## src/rtl/vk_reset_seq.sv

```systemverilog
// vk_reset_seq: reset sequencer in the clk_i domain (after the reset synchroniser).
// Turns the system reset plus soft/watchdog reset requests into N_STAGES ordered
// stage resets: every stage is held for ASSERT_CYC cycles once the reset cause ends,
// then stages are released one at a time, GAP_CYC cycles apart, bit 0 first.
//
// Ports:
//   clk_i     in   system clock
//   areset_i  in   asynchronous reset, active-high (deassertion synchronous to clk_i)
//   sw_req_i  in   software reset request, level
//   wd_req_i  in   watchdog reset request, level
//   rst_o     out  [N_STAGES-1:0] stage resets, active-high, bit 0 released first
//   done_o    out  all stages released
//   busy_o    out  sequence in progress (always ~done_o)
//   cause_o   out  [1:0] last request cause {wd,sw}; 00 = areset/power-on only
module vk_reset_seq #(
  parameter int N_STAGES   = 3,
  parameter int ASSERT_CYC = 16,
  parameter int GAP_CYC    = 8
) (
  input  logic                clk_i,
  input  logic                areset_i,
  input  logic                sw_req_i,
  input  logic                wd_req_i,
  output logic [N_STAGES-1:0] rst_o,
  output logic                done_o,
  output logic                busy_o,
  output logic [1:0]          cause_o
);

  localparam int MAX_CYC = (ASSERT_CYC > GAP_CYC) ? ASSERT_CYC : GAP_CYC;
  localparam int CW      = $clog2(MAX_CYC + 1);
  localparam int SW      = $clog2(N_STAGES + 1);

  localparam logic [CW-1:0]       ASSERT_LAST = CW'(ASSERT_CYC - 1);
  localparam logic [CW-1:0]       GAP_LAST    = CW'(GAP_CYC - 1);
  localparam logic [SW-1:0]       STAGE_LAST  = SW'(N_STAGES - 1);
  localparam logic [N_STAGES-1:0] STAGE_ONE   = N_STAGES'(1);

  typedef enum logic [1:0] {
    S_ASSERT,
    S_RELEASE,
    S_DONE
  } state_t;

  state_t        state;
  logic [CW-1:0] cnt;
  logic [SW-1:0] stage;

  always_ff @(posedge clk_i or posedge areset_i) begin
    if (areset_i) begin
      state   <= S_ASSERT;
      cnt     <= '0;
      stage   <= '0;
      rst_o   <= '1;
      done_o  <= 1'b0;
      busy_o  <= 1'b1;
      cause_o <= '0;
    end else if (sw_req_i || wd_req_i) begin
      // A held request keeps cnt at 0; counting resumes on the first request-free edge.
      state   <= S_ASSERT;
      cnt     <= '0;
      stage   <= '0;
      rst_o   <= '1;
      done_o  <= 1'b0;
      busy_o  <= 1'b1;
      cause_o <= {wd_req_i, sw_req_i};
    end else begin
      case (state)
        S_ASSERT: begin
          if (cnt == ASSERT_LAST) begin
            rst_o <= rst_o & ~STAGE_ONE;
            cnt   <= '0;
            stage <= SW'(1);
            if (N_STAGES == 1) begin
              state  <= S_DONE;
              done_o <= 1'b1;
              busy_o <= 1'b0;
            end else begin
              state <= S_RELEASE;
            end
          end else begin
            cnt <= cnt + CW'(1);
          end
        end
        S_RELEASE: begin
          if (cnt == GAP_LAST) begin
            rst_o <= rst_o & ~(STAGE_ONE << stage);
            cnt   <= '0;
            stage <= stage + SW'(1);
            if (stage == STAGE_LAST) begin
              state  <= S_DONE;
              done_o <= 1'b1;
              busy_o <= 1'b0;
            end
          end else begin
            cnt <= cnt + CW'(1);
          end
        end
        S_DONE: begin
          rst_o  <= '0;
          done_o <= 1'b1;
          busy_o <= 1'b0;
        end
        default: begin
          state <= S_ASSERT;
          cnt   <= '0;
          stage <= '0;
          rst_o <= '1;
        end
      endcase
    end
  end

endmodule

```

## config.mk

```make
export PLATFORM = sky130hd
export DESIGN_NAME = vk_reset_seq
export DESIGN_NICKNAME = d
export VERILOG_FILES = /design/src/rtl/vk_reset_seq.sv
export SDC_FILE = /design/constraint.sdc
export NUM_CORES = 1
export LEC_CHECK = 0
export ABC_CLOCK_PERIOD_IN_PS = 3600
export CORE_MARGIN = 1
export CORE_UTILIZATION = 55
export DETAILED_ROUTE_END_ITERATION = 8
export GPL_ROUTABILITY_DRIVEN = 0
export PLACE_DENSITY_LB_ADDON = 0.15
export SYNTH_ARGS = -nofsm -noshare
export SYNTH_HDL_FRONTEND = slang
export SYNTH_SLANG_ARGS = --single-unit
```

## constraint.sdc

```tcl
create_clock -name clk_i -period 3.6 [get_ports clk_i]
set_input_delay 0.36 -clock clk_i [delete_from_list [all_inputs] [get_ports clk_i]]
set_output_delay 0.36 -clock clk_i [all_outputs]
set_load 0.03 [all_outputs]
```

Yosys cells after proc, flatten, opt, wreduce, memory -nomap -nowiden. Cells that the tools add are included.

Logic and storage cells: 55. Output and inout port bits: 7. Bits in registers: 16.

Shifts and indexed selects: 1. Equal/unequal tests: 10. Add/subtract/negate cells: 2. Bitwise logic cells: 2. Muxes and demuxes: 24. Reduce and logical (&&, ||, !) cells: 8.

Operators by type and width (count): $mux 5 (3); $pmux 5 s3 (1); $mux 2 (6); $pmux 2 s3 (2); $ne 3x3->1 const B (3); $pmux 3 s3 (1); $mux 1 (7); $mux 3 (2); $reduce_and 3->1 (2); $add 5x1->5 const B (1); $eq 5x3->1 const B (1); $eq 5x4->1 const B (1); $eq 2x2->1 const B (2); $ne 2x2->1 const B (2); $pmux 1 s2 (2); $reduce_and 2->1 (2); $reduce_and 4->1 (1); $and 3x3->3 (1); $not 3->3 (1); $reduce_bool 3->1 (1); $shl 1x2->3 const A (1); $add 2x1->2 const B (1); $eq 2x1->1 const B (1); $logic_not 2->1 (1); $logic_or 1x1->1 (1).

Longest topological paths before layout.
Depth in word-level cells: 6. Gate-level depth with buffers: 8.

Worst setup path after synthesis. Ideal clock, no wire load.

Path type: flip-flop to flip-flop. From: reg cnt[0]. To: reg cnt[3]. Setup slack: 1.936 ns. Stages on the path, launching flop included: 8. Path buffers: 0. Arrival: 1.596 ns. Library setup time: 0.068 ns. Cells stage by stage: dfrtp_1 -> ha_1 -> nand3_1 -> inv_1 -> ha_1 -> nor2b_1 -> a2111oi_4 -> a32o_1.

Cells in the longest elaborated chain, start to end: 4. Elaborated cells on any way between the ends: 7.

RTL lines: start, declared (line 46) `logic [CW-1:0] cnt;`; start signal, assigned (line 82) `cnt <= cnt + CW'(1);`; start signal, assigned (line 96) `cnt <= cnt + CW'(1);`; $add 5x1->5 (tied with other cells) (line 82, 96); $mux 5, on equally long branches (line 86, 70); $pmux 5 s3 * (line 68) `case (state)`; $mux 5 * (line 58) `end else if (sw_req_i || wd_req_i) begin`.

Mark *: on every way between the ends. The rest lies on a longest branch, timed or not. A chain may end at the register's enable or synchronous reset.

Worst setup path in the final report.
From: reg cnt[0]. To: reg rst_o[0].

Cells in the longest elaborated chain, start to end: 3. Elaborated cells on any way between the ends: 5.

RTL lines: $eq 5x3->1 or $eq 5x4->1 (tied branches) (line 86, 70); $ne 3x3->1 (no source line); $reduce_and 2->1 (no source line) *; end signal, assigned (line 71) `rst_o <= rst_o & ~STAGE_ONE;`; end signal, assigned (line 87) `rst_o <= rst_o & ~(STAGE_ONE << stage);`; end, declared (line 24) `output logic [N_STAGES-1:0] rst_o,`.

Marked as above.

==> impl_results.md <==
* Vias in the first global route at 671
* Post-synthesis sequential area ratio at 45.4%
* Total routed wirelength at 1710 um
* Crit Path Category: reg -> reg
* Slew headroom at approximately three fifths
* Post-Synthesis Cells at 89
* Avg Vias per Cell at 5.97
* Root Buffer: clkbuf_4
* Leakage at between 0.4 and 0.5 nW
* Final setup vio count at 0
* Peak fanout along the critical path at 5
* CTS tree: done
* Routed WL per cell at around 15 um
* Largest net degree at the start of global routing at 17
* Most common cell after layout, fill and taps aside: dfrtp_1
* Die width at 42.3 um
* Commonest cells after routing, fill and taps aside: dfrtp_1, clkdlybuf4s50_1, nor2_1, inv_1
* Syn_nets at 99
* GR Overflow Total at 0
* Core area at approximately 1500 um^2
* Ys async rst share at 100%
* Fin nets at 110
* Global-route wire length before repair at around 3000 um
* Number of distinct library cells after synthesis at 33
* Clock skew at about 0.0015 ns
* Site row count at 14
* Final min period at 1.89 ns
* CTS sink count at 16
* Hold Crit Class: in -> async
* WP data required at around 3.8 ns
* YS warnings at 0
* Period Utilization, post-route at 52.5%
* VDD IR-drop max at 0.260 mV
* Detail Route Antenna Nets at 0
* CTS Buf Count at 3
* FF+latch count, synth at 16
* Initial Util at between 50% and 60%
* Share of cells above drive strength 1 at 14.1%
* # hold bufs at CTS at 0
* Clk Latency, worst-skew pair at just under 0.3 ns
* Sum Neg Setup Slack at 0 ns
* Measured slew at the worst slew-check pin at 0.588 ns
* Post-Syn Area per Cell at 10.0 um^2
* Register area at 405 um^2
* Die Ht at 42.3 um
* Crit path capture type: flip-flop
* DRT Pass-1 Iters at 4
* RSZ-0062 raised after global routing: false
* Setup bufs post-CTS at 0
* FILL cells at 124
* Antenna violations before repair at 0
* CTS resizes at 0
* Area of the multi-input gates at 434 um^2
* Number of synthesized flops with an enable pin at 0
* Predominant post-synthesis flop cell: dfrtp_1
* Worst-path clk slew at 0.09 ns
* Startpoint types: flip-flop
* Placed cell count at around 110
* Clock buffer depth at 2
* Htree depth at 1
* Port bufs at 10
* Maximum clock rate at approximately 0.53 GHz
* Number of DRC markers in iteration 0 at 14
* Antenna cells at 0
* Die ar. at approximately 1800 um^2
* Vias at 686
* CP arrival at 2.12 ns
* Max Cap Viol at 0
* DR DRC count at 0
* Final Max Tran Viols at 0
* Power per cell area at 322 nW/um^2
* Synth-to-layout area growth at 14.8%
* Area of the mapped netlist at about 890 um^2
* Status: finished clean
* Io pins at 11
* Detailed placer's ending HPWL at about 1300 um
* Fin cells at between 100 and 150
* GR Util All Layers at 22.7%
* Final hold viol count at 0
critical path, stage by stage (launching register included):
cell	delay, ns
dfrtp_1	0.44
ha_1	0.26
nand3_1	0.12
inv_1	0.05
ha_1	0.22
nor2b_1	0.19
a2111oi_4	0.38
nand2_1	0.09
nand3_1	0.08
state kept, by name, indices dropped and copies added, names as in the netlist:
name / flops
cnt: 5
cause_o: 2
rst_o: 3
stage: 2
busy_o: 1
done_o: 1
state: 2
layout make-up:
class,count,share of cell area [%]
Clock buffer,4,3.54
Inverter,8,2.93
Multi-Input combinational cell,61,42.3
Sequential cell,16,39.5
Tap cell,16,1.95
Timing Repair Buffer,10,9.76
final timing paths:
path / depth (start not counted) / slack (ns) / to / startpoint
min in group clk_i: 2 / 0.48 / busy_o / busy_o
min reg2reg: 2 / 0.48 / busy_o / busy_o
max reg2reg: 8 / 1.71 / rst_o[0] / cnt[0]
max: 8 / 1.71 / rst_o[0] / cnt[0]
max in group asynchronous: 2 / 2.79 / cnt[1] / areset_i
min: 2 / 0.43 / done_o / areset_i
logic make-up (layout without fill, tap and decap cells):
family | Yosys count | in the layout | share of synthesized area (%)
buffers and inverters | 12 | 22 | 6.02
adder cells (fa/ha/maj) | 6 | 6 | 8.40
AO/OA/AOI/OAI | 23 | 23 | 19.8
flip-flops | 16 | 16 | 45.4
AND/OR/NAND/NOR | 30 | 30 | 18.1
multiplexers | 2 | 2 | 2.38
report_power, final:
part           switching [mW]  total, mW  internal [mW]
combinational          0.0152     0.0268         0.0116
clock                  0.0556      0.117         0.0617
sequential            0.00257      0.186          0.183
total                  0.0734      0.330          0.257
stage by stage:
stage          hold WS (ns)  power, mW  area (um^2)  utilization, %  setup slack [ns]
6_report              0.433      0.330         1030            68.1              1.71
3_3_place_gp          0.456      0.216          990            65.7              1.72
3_5_place_dp          0.463      0.217          990            65.7              1.66
4_1_cts               0.448      0.332         1030            68.1              1.69
5_1_grt               0.488      0.347         1030            68.1              1.54
2_1_floorplan         0.271      0.205          893               -              1.94
synth_stat cells (2+ instances only):
| cell | instances | area [um^2] |
|---|---|---|
| nor2_1 | 8 | 30.0 |
| clkbuf_1 | 2 | 7.51 |
| a21oi_1 | 6 | 30.0 |
| dfrtp_1 | 12 | 300 |
| inv_1 | 8 | 30.0 |
| ha_1 | 6 | 75.1 |
| nand3_1 | 6 | 30.0 |
| nand2b_1 | 2 | 12.5 |
| nand2_1 | 3 | 11.3 |
| o21ai_0 | 5 | 25.0 |
| nor2b_1 | 5 | 31.3 |
| o32a_2 | 2 | 22.5 |
| dfstp_2 | 4 | 105 |
per-layer routing:
layer / global-route usage, % / wire, um / vias to the layer above
met3: 3.88 / 40 / 5
li1: - / - / 331
met4: 9.38 / 28 / 0
met1: 30.9 / 790 / 335
met5: 0 / 0 / -
met2: 36.0 / 852 / 15
Note: power is estimated with default switching activity, not from simulation.
